[src/rtl/alu_pkg.sv]
`default_nettype none
// ============================================================================
// Module   : alu_pkg
// Purpose  : ALU function codes, RV32I opcodes and operand-select enums.
// Revision : 1.0
// ============================================================================
package alu_pkg;

    localparam logic [3:0] FUNC_ZERO = 4'd0;
    localparam logic [3:0] FUNC_ADD  = 4'd1;
    localparam logic [3:0] FUNC_SUB  = 4'd2;
    localparam logic [3:0] FUNC_SLL  = 4'd3;
    localparam logic [3:0] FUNC_SLT  = 4'd4;
    localparam logic [3:0] FUNC_XOR  = 4'd5;
    localparam logic [3:0] FUNC_OR   = 4'd6;
    localparam logic [3:0] FUNC_AND  = 4'd7;
    localparam logic [3:0] FUNC_SRL  = 4'd8;
    localparam logic [3:0] FUNC_SRA  = 4'd9;
    localparam logic [3:0] FUNC_SLTU = 4'd10;

    localparam logic [6:0] OPC_OP     = 7'b0110011;
    localparam logic [6:0] OPC_OP_IMM = 7'b0010011;
    localparam logic [6:0] OPC_LUI    = 7'b0110111;
    localparam logic [6:0] OPC_AUIPC  = 7'b0010111;
    localparam logic [6:0] OPC_LOAD   = 7'b0000011;
    localparam logic [6:0] OPC_STORE  = 7'b0100011;
    localparam logic [6:0] OPC_JAL    = 7'b1101111;
    localparam logic [6:0] OPC_JALR   = 7'b1100111;
    localparam logic [6:0] OPC_BRANCH = 7'b1100011;

    typedef enum logic [1:0] {OP1_RS1, OP1_PC, OP1_ZERO} op1_sel_e;
    typedef enum logic [1:0] {OP2_RS2, OP2_IMM, OP2_FOUR} op2_sel_e;

    // alt selects SUB/SRA; callers clear it where the encoding has no alternate form.
    function automatic logic [3:0] arith_func(input logic [2:0] f3, input logic alt);
        logic [3:0] f;
        f = FUNC_ZERO;
        case (f3)
            3'b000:  f = alt ? FUNC_SUB : FUNC_ADD;
            3'b001:  f = FUNC_SLL;
            3'b010:  f = FUNC_SLT;
            3'b011:  f = FUNC_SLTU;
            3'b100:  f = FUNC_XOR;
            3'b101:  f = alt ? FUNC_SRA : FUNC_SRL;
            3'b110:  f = FUNC_OR;
            default: f = FUNC_AND;
        endcase
        return f;
    endfunction

endpackage
`default_nettype wire

[src/rtl/alu_op_decoder_if.sv]
`default_nettype none
// ============================================================================
// Module   : alu_op_decoder_if
// Purpose  : Request/response bundle of the ALU operand decoder stage.
//            Optional macro: ALU_DEC_ILLEGAL_EN adds the illegal flag.
// Revision : 1.0
// ============================================================================
interface alu_op_decoder_if #(
    parameter int DataWidth = 32
);
    logic                 in_valid;
    logic                 in_ready;
    logic [31:0]          instr;
    logic [DataWidth-1:0] pc;
    logic [DataWidth-1:0] rs1_data;
    logic [DataWidth-1:0] rs2_data;
    logic                 out_valid;
    logic                 out_ready;
    logic [3:0]           alu_func;
    logic [DataWidth-1:0] alu_op1;
    logic [DataWidth-1:0] alu_op2;
    logic [4:0]           rd;
    logic                 rd_we;
`ifdef ALU_DEC_ILLEGAL_EN
    logic                 illegal;
`endif

    modport slave (
        input  in_valid, instr, pc, rs1_data, rs2_data, out_ready,
        output in_ready, out_valid, alu_func, alu_op1, alu_op2, rd, rd_we
`ifdef ALU_DEC_ILLEGAL_EN
        , output illegal
`endif
    );

    modport master (
        output in_valid, instr, pc, rs1_data, rs2_data, out_ready,
        input  in_ready, out_valid, alu_func, alu_op1, alu_op2, rd, rd_we
`ifdef ALU_DEC_ILLEGAL_EN
        , input illegal
`endif
    );
endinterface
`default_nettype wire

[src/rtl/alu_dec_comb.sv]
`default_nettype none
// ============================================================================
// Module   : alu_dec_comb
// Purpose  : Combinational RV32I decode to ALU function, operand selects and
//            immediate. Optional macro: ALU_DEC_ILLEGAL_EN.
// Revision : 1.0
// ============================================================================
module alu_dec_comb
    import alu_pkg::*;
(
    input  wire logic [31:0] instr_i,
    output logic [3:0]       func_o,
    output op1_sel_e         op1_sel_o,
    output op2_sel_e         op2_sel_o,
    output logic [31:0]      imm_o,
    output logic             rd_we_o
`ifdef ALU_DEC_ILLEGAL_EN
    ,
    output logic             illegal_o
`endif
);

    logic [6:0]  w_opcode;
    logic [2:0]  w_f3;
    logic [31:0] w_imm_i;
    logic [31:0] w_imm_s;
    logic [31:0] w_imm_u;
    logic [31:0] w_shamt;
    logic        w_is_shift;

    assign w_opcode   = instr_i[6:0];
    assign w_f3       = instr_i[14:12];
    assign w_imm_i    = {{20{instr_i[31]}}, instr_i[31:20]};
    assign w_imm_s    = {{20{instr_i[31]}}, instr_i[31:25], instr_i[11:7]};
    assign w_imm_u    = {instr_i[31:12], 12'b0};
    assign w_shamt    = {27'b0, instr_i[24:20]};
    assign w_is_shift = (w_f3 == 3'b001) || (w_f3 == 3'b101);

`ifdef ALU_DEC_ILLEGAL_EN
    logic w_known;
    logic w_bad_f7;
    assign w_known = (w_opcode == OPC_OP)    || (w_opcode == OPC_OP_IMM) ||
                     (w_opcode == OPC_LUI)   || (w_opcode == OPC_AUIPC)  ||
                     (w_opcode == OPC_LOAD)  || (w_opcode == OPC_STORE)  ||
                     (w_opcode == OPC_JAL)   || (w_opcode == OPC_JALR)   ||
                     (w_opcode == OPC_BRANCH);
    // funct7 may be 0100000 only where an alternate (SUB/SRA/SRAI) exists.
    always_comb begin
        w_bad_f7 = 1'b0;
        if (w_opcode == OPC_OP)
            w_bad_f7 = !((instr_i[31:25] == 7'b0000000) ||
                         (instr_i[31:25] == 7'b0100000 && (w_f3 == 3'b000 || w_f3 == 3'b101)));
        else if (w_opcode == OPC_OP_IMM && w_is_shift)
            w_bad_f7 = !((instr_i[31:25] == 7'b0000000) ||
                         (instr_i[31:25] == 7'b0100000 && w_f3 == 3'b101));
    end
    assign illegal_o = !w_known || w_bad_f7;
`endif

    always_comb begin
        func_o    = FUNC_ZERO;
        op1_sel_o = OP1_ZERO;
        op2_sel_o = OP2_IMM;
        imm_o     = 32'd0;
        rd_we_o   = 1'b0;
        case (w_opcode)
            OPC_OP: begin
                func_o    = arith_func(w_f3, instr_i[30]);
                op1_sel_o = OP1_RS1;
                op2_sel_o = OP2_RS2;
                rd_we_o   = 1'b1;
            end
            OPC_OP_IMM: begin
                func_o    = arith_func(w_f3, (w_f3 == 3'b101) && instr_i[30]);
                op1_sel_o = OP1_RS1;
                imm_o     = w_is_shift ? w_shamt : w_imm_i;
                rd_we_o   = 1'b1;
            end
            OPC_LUI: begin
                func_o  = FUNC_ADD;
                imm_o   = w_imm_u;
                rd_we_o = 1'b1;
            end
            OPC_AUIPC: begin
                func_o    = FUNC_ADD;
                op1_sel_o = OP1_PC;
                imm_o     = w_imm_u;
                rd_we_o   = 1'b1;
            end
            OPC_LOAD: begin
                func_o    = FUNC_ADD;
                op1_sel_o = OP1_RS1;
                imm_o     = w_imm_i;
                rd_we_o   = 1'b1;
            end
            OPC_STORE: begin
                func_o    = FUNC_ADD;
                op1_sel_o = OP1_RS1;
                imm_o     = w_imm_s;
            end
            OPC_JAL, OPC_JALR: begin
                func_o    = FUNC_ADD;
                op1_sel_o = OP1_PC;
                op2_sel_o = OP2_FOUR;
                rd_we_o   = 1'b1;
            end
            OPC_BRANCH: begin
                case (w_f3[2:1])
                    2'b10:   func_o = FUNC_SLT;
                    2'b11:   func_o = FUNC_SLTU;
                    default: func_o = FUNC_SUB;
                endcase
                op1_sel_o = OP1_RS1;
                op2_sel_o = OP2_RS2;
            end
            default: ;
        endcase
`ifdef ALU_DEC_ILLEGAL_EN
        if (illegal_o) begin
            func_o    = FUNC_ZERO;
            op1_sel_o = OP1_ZERO;
            op2_sel_o = OP2_IMM;
            imm_o     = 32'd0;
            rd_we_o   = 1'b0;
        end
`endif
        if (instr_i[11:7] == 5'd0)
            rd_we_o = 1'b0;
    end

endmodule
`default_nettype wire

[src/rtl/alu_op_decoder.sv]
`default_nettype none
// ============================================================================
// Module   : alu_op_decoder
// Purpose  : Registered execute-stage front end producing ALU func/op1/op2
//            behind a valid/ready handshake. Optional macro: ALU_DEC_ILLEGAL_EN.
// Revision : 1.0
// ============================================================================
module alu_op_decoder
    import alu_pkg::*;
#(
    parameter int DataWidth = 32
) (
    input  wire logic         clk,
    input  wire logic         rst,
    input  wire logic         flush,
    alu_op_decoder_if.slave   bus
);

    logic [3:0]           func_d;
    op1_sel_e             op1_sel;
    op2_sel_e             op2_sel;
    logic [31:0]          imm;
    logic                 rd_we_d;
    logic [DataWidth-1:0] op1_d;
    logic [DataWidth-1:0] op2_d;

    logic                 valid_q;
    logic [3:0]           func_q;
    logic [DataWidth-1:0] op1_q;
    logic [DataWidth-1:0] op2_q;
    logic [4:0]           rd_q;
    logic                 rd_we_q;
    logic                 accept;

`ifdef ALU_DEC_ILLEGAL_EN
    logic illegal_d;
    logic illegal_q;
`endif

    alu_dec_comb u_dec (
        .instr_i   (bus.instr),
        .func_o    (func_d),
        .op1_sel_o (op1_sel),
        .op2_sel_o (op2_sel),
        .imm_o     (imm),
        .rd_we_o   (rd_we_d)
`ifdef ALU_DEC_ILLEGAL_EN
        ,
        .illegal_o (illegal_d)
`endif
    );

    always_comb begin
        op1_d = '0;
        case (op1_sel)
            OP1_RS1: op1_d = bus.rs1_data;
            OP1_PC:  op1_d = bus.pc;
            default: op1_d = '0;
        endcase
    end

    always_comb begin
        op2_d = '0;
        case (op2_sel)
            OP2_RS2:  op2_d = bus.rs2_data;
            OP2_IMM:  op2_d = DataWidth'(imm);
            OP2_FOUR: op2_d = DataWidth'(4);
            default:  op2_d = '0;
        endcase
    end

    assign bus.in_ready = !valid_q || bus.out_ready;
    assign accept       = bus.in_valid && bus.in_ready;

    // Flush only clears valid; stale payload is harmless once invalid.
    always_ff @(posedge clk) begin
        if (rst) begin
            valid_q   <= 1'b0;
            func_q    <= FUNC_ZERO;
            op1_q     <= '0;
            op2_q     <= '0;
            rd_q      <= 5'd0;
            rd_we_q   <= 1'b0;
`ifdef ALU_DEC_ILLEGAL_EN
            illegal_q <= 1'b0;
`endif
        end else if (flush) begin
            valid_q <= 1'b0;
        end else if (accept) begin
            valid_q   <= 1'b1;
            func_q    <= func_d;
            op1_q     <= op1_d;
            op2_q     <= op2_d;
            rd_q      <= bus.instr[11:7];
            rd_we_q   <= rd_we_d;
`ifdef ALU_DEC_ILLEGAL_EN
            illegal_q <= illegal_d;
`endif
        end else if (bus.out_ready) begin
            valid_q <= 1'b0;
        end
    end

    assign bus.out_valid = valid_q;
    assign bus.alu_func  = func_q;
    assign bus.alu_op1   = op1_q;
    assign bus.alu_op2   = op2_q;
    assign bus.rd        = rd_q;
    assign bus.rd_we     = rd_we_q;
`ifdef ALU_DEC_ILLEGAL_EN
    assign bus.illegal   = illegal_q;
`endif

endmodule
`default_nettype wire

[src/flat_wrapper.sv]
// flat-port wrapper written by rule: the top's interface ports become plain ports
module alu_op_decoder_flat import alu_pkg::*;
#(
    parameter int DataWidth = 32
)
  (clk, rst, flush, bus_in_valid, bus_instr, bus_pc, bus_rs1_data, bus_rs2_data, bus_out_ready, bus_in_ready, bus_out_valid, bus_alu_func, bus_alu_op1, bus_alu_op2, bus_rd, bus_rd_we);
  alu_op_decoder_if #(.DataWidth(DataWidth)) bus_i ();
  input  wire logic clk;
  input  wire logic rst;
  input  wire logic flush;
  input wire logic [$bits(bus_i.in_valid)-1:0] bus_in_valid;
  input wire logic [$bits(bus_i.instr)-1:0] bus_instr;
  input wire logic [$bits(bus_i.pc)-1:0] bus_pc;
  input wire logic [$bits(bus_i.rs1_data)-1:0] bus_rs1_data;
  input wire logic [$bits(bus_i.rs2_data)-1:0] bus_rs2_data;
  input wire logic [$bits(bus_i.out_ready)-1:0] bus_out_ready;
  output wire logic [$bits(bus_i.in_ready)-1:0] bus_in_ready;
  output wire logic [$bits(bus_i.out_valid)-1:0] bus_out_valid;
  output wire logic [$bits(bus_i.alu_func)-1:0] bus_alu_func;
  output wire logic [$bits(bus_i.alu_op1)-1:0] bus_alu_op1;
  output wire logic [$bits(bus_i.alu_op2)-1:0] bus_alu_op2;
  output wire logic [$bits(bus_i.rd)-1:0] bus_rd;
  output wire logic [$bits(bus_i.rd_we)-1:0] bus_rd_we;
  assign bus_i.in_valid = bus_in_valid;
  assign bus_i.instr = bus_instr;
  assign bus_i.pc = bus_pc;
  assign bus_i.rs1_data = bus_rs1_data;
  assign bus_i.rs2_data = bus_rs2_data;
  assign bus_i.out_ready = bus_out_ready;
  assign bus_in_ready = bus_i.in_ready;
  assign bus_out_valid = bus_i.out_valid;
  assign bus_alu_func = bus_i.alu_func;
  assign bus_alu_op1 = bus_i.alu_op1;
  assign bus_alu_op2 = bus_i.alu_op2;
  assign bus_rd = bus_i.rd;
  assign bus_rd_we = bus_i.rd_we;
  alu_op_decoder #(.DataWidth(DataWidth)) u_core (.clk(clk), .rst(rst), .flush(flush), .bus(bus_i));
endmodule
[config.mk]
export PLATFORM = sky130hd
export DESIGN_NAME = alu_op_decoder_flat
export DESIGN_NICKNAME = d
export VERILOG_FILES = /design/src/rtl/alu_pkg.sv /design/src/rtl/alu_op_decoder_if.sv /design/src/rtl/alu_dec_comb.sv /design/src/rtl/alu_op_decoder.sv /design/src/flat_wrapper.sv
export SDC_FILE = /design/constraint.sdc
export NUM_CORES = 1
export LEC_CHECK = 0
export CELL_PAD_IN_SITES_DETAIL_PLACEMENT = 1
export CELL_PAD_IN_SITES_GLOBAL_PLACEMENT = 1
export CORE_MARGIN = 4
export CORE_UTILIZATION = 23
export DETAILED_ROUTE_END_ITERATION = 8
export GPL_ROUTABILITY_DRIVEN = 1
export PLACE_DENSITY_LB_ADDON = 0.1
export SYNTH_ARGS = -nofsm -noshare
export SYNTH_HDL_FRONTEND = slang
export SYNTH_SLANG_ARGS = --single-unit
[constraint.sdc]
create_clock -name clk -period 1.6 [get_ports clk]
set_clock_uncertainty 0.05 [all_clocks]
set_input_delay 0.32 -clock clk [delete_from_list [all_inputs] [get_ports clk]]
set_output_delay 0.32 -clock clk [all_outputs]
set_load 0.01 [all_outputs]
==> results of run 1 <==
## cell usage in the layout (no fill, tap or decap), types with 3 or more instances in the layout
master           count
clkdlybuf4s50_1    123
dfxtp_1             74
nor2_1              61
dlygate4sd2_1       59
buf_4               39
nor3_1              35
a221oi_1            29
a22oi_1             27
dlymetal6s2s_1      20
buf_12              17
nand2_1             15
clkbuf_16           13
a21oi_1             12
a211oi_2            12
o21ai_0             11
nand3b_1            10
a211oi_1            10
a221oi_2             8
buf_6                7
nand2b_1             4
nor3_2               4
nor2_2               4
a22o_1               4
buf_2                4
inv_1                3
clkbuf_1             3
## worst reg2reg max path, stage by stage (launching register included)
cell and delay, ps:
dfxtp_2 320, nor2b_4 120, inv_2 50, nand3b_1 140, buf_6 180, a31oi_4 170, buf_12 150, clkbuf_16 150
a211oi_1 60
## layout make-up
class | instances | area (um2) | area share [%]
repair buffers | 277 | 2910 | 42.4
multi-input cells | 279 | 1920 | 28.0
flip-flops and latches | 75 | 1500 | 21.9
clock buffers | 14 | 264 | 3.85
well taps | 184 | 230 | 3.36
inverters | 4 | 15.0 | 0.219
clock inverters | 2 | 10.0 | 0.146
diodes | 1 | 2.50 | 0.0365
## metal layers
metal	vias up	wire length, um
met5	-	12
met4	2	237
met3	25	1410
met1	2060	6600
met2	169	8440
li1	2004	-
## sequential cells by signal, summed over array words and instances (netlist names)
| signal | flops |
|---|---|
| u_core.bus.alu_func | 4 |
| u_core.bus.alu_op2 | 32 |
| u_core.bus.out_valid | 1 |
| u_core.bus.rd | 5 |
| u_core.bus.alu_op1 | 32 |
| u_core.bus.rd_we | 1 |
## power by group through the flow
stage / logic, mW / clock network, mW / registers (mW)
global route: 1.32 / 2.05 / 2.03
floorplan: 0.336 / 0 / 2.10
detailed placement: 1.14 / 0 / 2.06
finish: 1.23 / 1.93 / 2.02
global placement: 1.12 / 0 / 2.06
CTS: 1.17 / 1.99 / 2.02
## worst max path at each step
stage	depth (start not counted)	end	slack, ps	from
global placement	5	u_core.bus.alu_op2[2]	-490	bus_instr[2]
CTS	9	u_core.bus.alu_op1[9]	-20	bus_out_ready
global route	8	u_core.bus.alu_op2[30]	-60	u_core.bus.out_valid
detailed placement	6	u_core.bus.alu_op1[9]	-580	bus_instr[2]
finish	1	bus_alu_op1[25]	40	u_core.bus.alu_op1[25]
floorplan	6	u_core.bus.alu_op1[16]	-2	bus_instr[4]
## cell families after synthesis
| kind of cell | synth area share, % |
|---|---|
| buf+inv | 6.43 |
| flops | 43.8 |
| simple gates | 21.9 |
| xor+xnor | 0.511 |
| compound gates | 27.4 |
## timing repair
item | 4_1_cts | 5_1_grt
setup endpoints to repair | 129 | 83
resized for setup | 94 | 59
buffers inserted | 11 | 3
pin swaps | 19 | 21
gates cloned | 5 | 4
==> impl_results.md, run 1 <==
* Wirelength per Cell at 20.0 um
* Area grow syn2layout at 99.9%
* Grt met3 use at 7.00%
* Min-Delay Endpoint: u_core.bus.alu_func[1]
* Count of standard-cell rows at 44
* Detailed Route WL at 16,700 um
* Slew Limit Headroom at 72.9%
* Cell count after synthesis at 396
* Synth cell types at 43
* Hold Crit Depth at 3
* Initial antenna violation count at 2
* Maximum root-to-sink buffer count at 2
* Clock Pin Slew Worst Setup and Hold Paths at 60 ps
* Placed instance area at 6050 um2
* CP max stage cell: clkdlybuf4s50_1
* Sequential power share at 39.0%
* Crit Path Category: reg2out
* Initial Utilization at 23.5%
* TritonCTS sink count at 75
* Period utilisation layout at 97.4%
* CORE AREA at 14,600 um2
* Layout net count at 779
* Post-Synthesis Cell Area at 3430 um2
* Buf+Inv Stages, Crit Path at 1
* Synth warnings at 0
* Critical path arrival at 1190 ps
* ANT nets after route at 0
* Worst-Skew Late Latency at 340 ps
* Post-Syn Nets at 529
* Leakage at 3.04 nW
* I/O Buffers at 208
* Power Internal at 3.81 mW
* TritonCTS clock tree: done
* RR Startpoint: u_core.bus.out_valid
* Layout cells sized above 1 at 20.1%
* Switching Share at 26.4%
* First-pass DRT Iterations at 4
* Critical Path End Type: output pin
* MaxCap Viol Count at 0
* Post-synth EDFFs at 0
* Outcome: finished, final reports clean
* Fill count at 1,674
* F_max at 642 MHz
* First-pass GRT wire length at 25,100 um
* Max Slew Vio Count at 0
* Net Sw Power at 1.37 mW
* Clk root buf: clkbuf_16
* Power per standard cell area at 755 nW/um2
* Pre-CTS setup slack at -578 ps
* Grt total ovfl at 0
* Clock Power Share at 37.3%
* Drt via density at 5.10
* Die H at 130 um
* Count of final hold-check violations at 0
* HP Class: in2reg
* Count leader, synth: dfxtp_1
* Worst flop-to-flop path endpoint: u_core.bus.alu_op2[16]
* CP Cell Sequence: clkdlybuf4s50_1
* Leading area contributor after synthesis: dfxtp_1
* Main synth FF type: dfxtp_1
* Vias at 4,260
* Worst vdd ir at 0.460 mV
* Reg2reg path depth at 8
* Full die area at 16,900 um2
* Vias in the first global route at 4,571
* Cts bufs inserted at 9
* H-tree Lvls at 3
* CP peak stage delay at 530 ps
* Worst EP required at 1230 ps
* WHS at 259 ps
* All-Layer GR Usage at 19.3%
* Dpl cells at 799
* Yosys reg bits at 75
* Die X at 130 um
* Final setup viols at 0
* Share of synthesized flip-flops with an asynchronous set or reset at 0%
* # DRC at 0
* Critical Path Start Type: flip-flop
* Fin util at 46.9%
* Synth area leaders: dfxtp_1 (44%), a221oi_1 (9.2%), nor2_1 (7.1%)
* Routing usage on met2 at 34.3%
* Family with the most delay on the worst path: buffers and inverters
* Seq/Total Area, Yosys at 43.8%
* Worst-Margin Slew at 407 ps
* HPWL Detailed at 11,500 um
* Tmin final at 1560 ps
* Flop2flop setup slack at 70 ps
* Post-route cell area at 6850 um2
* Cts hold-fix bufs at 0
* Ports at 209
* Logic pwr share at 23.7%
* RD Place Congestion at 0.761
* Hold Crit Start: rst
* Grt met1 use at 21.9%
* Finished Layout Cells at 836
* RSZ-0062 raised after global routing: yes
* Setup TNS at 0 ps
* Top cell type's share of synthesized area at 43.8%
* Final Total Pwr at 5.17 mW
* Initial DRC count at 117
* Setup ws final at 41.5 ps
* Global route hottest layer: met2
* Syn_area_per_cell at 8.65 um2
* Most frequent cells after synthesis: dfxtp_1 (75), nor2_1 (65), nor3_1 (38)
* Max Fanout on Critical Path at 2
* Largest net degree at the start of global routing at 34
(Power assumes the default switching activity.)
==> run 2, diff against run 1 <==
--- a/config.mk
+++ b/config.mk
@@ -11,6 +11,7 @@
 export CORE_UTILIZATION = 23
 export DETAILED_ROUTE_END_ITERATION = 8
 export GPL_ROUTABILITY_DRIVEN = 1
+export HOLD_SLACK_MARGIN = 0.05
 export PLACE_DENSITY_LB_ADDON = 0.1
 export SYNTH_ARGS = -nofsm -noshare
 export SYNTH_HDL_FRONTEND = slang
==> results of run 2 <==
Final layout, timing and power as in run 1 (identical DEF).
==> run 3, diff against run 2 <==
--- a/config.mk
+++ b/config.mk
@@ -8,7 +8,7 @@
 export CELL_PAD_IN_SITES_DETAIL_PLACEMENT = 1
 export CELL_PAD_IN_SITES_GLOBAL_PLACEMENT = 1
 export CORE_MARGIN = 4
-export CORE_UTILIZATION = 23
+export CORE_UTILIZATION = 28
 export DETAILED_ROUTE_END_ITERATION = 8
 export GPL_ROUTABILITY_DRIVEN = 1
 export HOLD_SLACK_MARGIN = 0.05
==> constraint.sdc (replaced) <==
create_clock -name clk -period 1.8 [get_ports clk]
set_clock_uncertainty 0.05 [all_clocks]
set_input_delay 0.36 -clock clk [delete_from_list [all_inputs] [get_ports clk]]
set_output_delay 0.36 -clock clk [all_outputs]
set_load 0.01 [all_outputs]
==> run 3 against run 2 <==
Setup slack worse by 3.6 ps. Design area shrank 5.4%. Non-clock buffer count down 20.
==> impl_results.md, run 3 (same netlist as run 1, synthesis figures left out) <==
* Final setup viols at 0
* Clk root buf: clkbuf_16
* Worst-Margin Slew at 424 ps
* Layout cells sized above 1 at 13.0%
* Worst vdd ir at 0.427 mV
* Critical path arrival at 1960 ps
* HPWL Detailed at 11,000 um
* Vias at 4,112
* Buf+Inv Stages, Crit Path at 2
* Cts bufs inserted at 9
* Drt via density at 5.29
* Grt total ovfl at 0
* RD Place Congestion at 0.769
* Full die area at 14,100 um2
* Max Fanout on Critical Path at 8
* F_max at 568 MHz
* Dpl cells at 756
* # DRC at 0
* Cts hold-fix bufs at 0
* Most frequent cells in the layout: clkdlybuf4s50_1 (199), dfxtp_1 (75), nor2_1 (65)
* ANT nets after route at 0
* Antenna diodes at 0
* Detailed Route WL at 15,300 um
* First-pass DRT Iterations at 4
* Initial Utilization at 28.5%
* Worst-Skew Late Latency at 330 ps
* RSZ-0062 raised after global routing: yes
* Slew Limit Headroom at 71.6%
* Largest net degree at the start of global routing at 53
* I/O Buffers at 208
* Count of standard-cell rows at 40
* HP Class: in2reg
* Setup TNS at 0 ps
* TritonCTS clock tree: done
* Initial antenna violation count at 0
* Fill count at 1,337
* Critical Path End Type: flip-flop
* TritonCTS sink count at 75
* Initial DRC count at 178
* Worst EP required at 2000 ps
* Outcome: finished, final reports clean
* Max Slew Vio Count at 0
* Crit Path Category: in2reg
* MaxCap Viol Count at 0
* CP peak stage delay at 550 ps
* Finished Layout Cells at 778
* Leakage at 2.37 nW
* Maximum root-to-sink buffer count at 2
* Ports at 209
* CP Cell Sequence: dlygate4sd2_1, or4b_4, a21oi_4, bufbuf_16, a221oi_1, nor3_1
* CP max stage cell: or4b_4
* Family with the most delay on the worst path: simple AND/OR/NAND/NOR gates
* First-pass GRT wire length at 24,200 um
* Power per standard cell area at 786 nW/um2
* Tmin final at 1760 ps
* Wirelength per Cell at 19.6 um
* Fin util at 53.9%
* Count of final hold-check violations at 0
* Clock Pin Slew Worst Setup and Hold Paths at 60 ps
* Die H at 119 um
* Setup ws final at 37.9 ps
* Critical Path Start Type: primary input
* Area grow syn2layout at 89.0%
* All-Layer GR Usage at 21.4%
* Layout net count at 759
* Pre-CTS setup slack at -429 ps
* Period utilisation layout at 97.9%
* H-tree Lvls at 3
* Die X at 119 um
* Most common cell after layout, fill and taps aside: clkdlybuf4s50_1
* CORE AREA at 12,000 um2
* Vias in the first global route at 4,392
[run 3: changes by cell type in the layout (fill, tap and decap cells not counted), sizes merged]
cell,before,now
buf,70,49
bufbuf,0,1
bufinv,0,4
clkbuf,19,12
clkdlybuf4s50,123,199
clkinv,2,0
diode,1,0
dlygate4sd2,59,5
dlymetal6s2s,20,3
[run 3: area by class of cell]
class	instances	area, um2	share of cell area (%)
clock buffers	12	256	3.96
repair buffers	257	2630	40.5
multi-input cells	279	1770	27.4
clock inverters	4	120	1.85
well taps	147	184	2.84
inverters	4	15.0	0.232
flip-flops and latches	75	1500	23.2
[run 3: worst register-to-register path, cell delays in order, from the launching register on]
cell and delay (ps):
dfxtp_1 310, nor2b_2 160, buf_4 140, nor3b_4 230, buf_12 230, buf_12 180
nor2_1 40, nor3_1 180
[run 3: through the flow]
step | area (um2) | hold WS, ps | total power, mW
floorplan | 3430 | 389 | 2.16
global placement | 5940 | 393 | 2.80
detailed placement | 5940 | 403 | 2.82
CTS | 6420 | 265 | 5.14
global route | 6480 | 296 | 5.30
finish | 6480 | 279 | 5.09
[run 3: path summary, 6_finish.rpt]
path                                           start                endpoint  cells past startpoint  slack [ps]
worst max register to register  u_core.bus.out_valid   u_core.bus.alu_op1[5]                      7         200
worst min-delay path                             rst        u_core.bus.rd_we                      2         280
worst max-delay path                    bus_instr[5]  u_core.bus.alu_op1[25]                      6          40
worst min register to register      u_core.bus.rd[2]        u_core.bus.rd[2]                      2         410
[run 3: power by group]
group | switching [mW] | total, mW | internal (mW) | leakage [nW]
Sequential | 0.0460 | 1.79 | 1.75 | 0.614
Clock | 0.711 | 2.28 | 1.57 | 0.183
Combinational | 0.414 | 1.01 | 0.597 | 1.58
Total | 1.17 | 5.09 | 3.92 | 2.37
[run 3: layer usage]
layer | global-route usage [%] | vias up | wire length, um | part of all wire [%]
li1 | - | 1961 | - | -
met1 | 25.8 | 1997 | 6340 | 41
met2 | 36.8 | 139 | 7610 | 50
met3 | 5.84 | 15 | 1060 | 7.0
met4 | 7.17 | 0 | 260 | 1.7
met5 | 0 | - | 0 | 0
[run 3: timing repair]
action | CTS | global route
setup endpoints to repair | 38 | 62
resized for setup | 12 | 12
hold endpoints to repair | 0 | 0
cloned | 2 | 0
buffers inserted | 2 | 2
pin swaps | 4 | 9
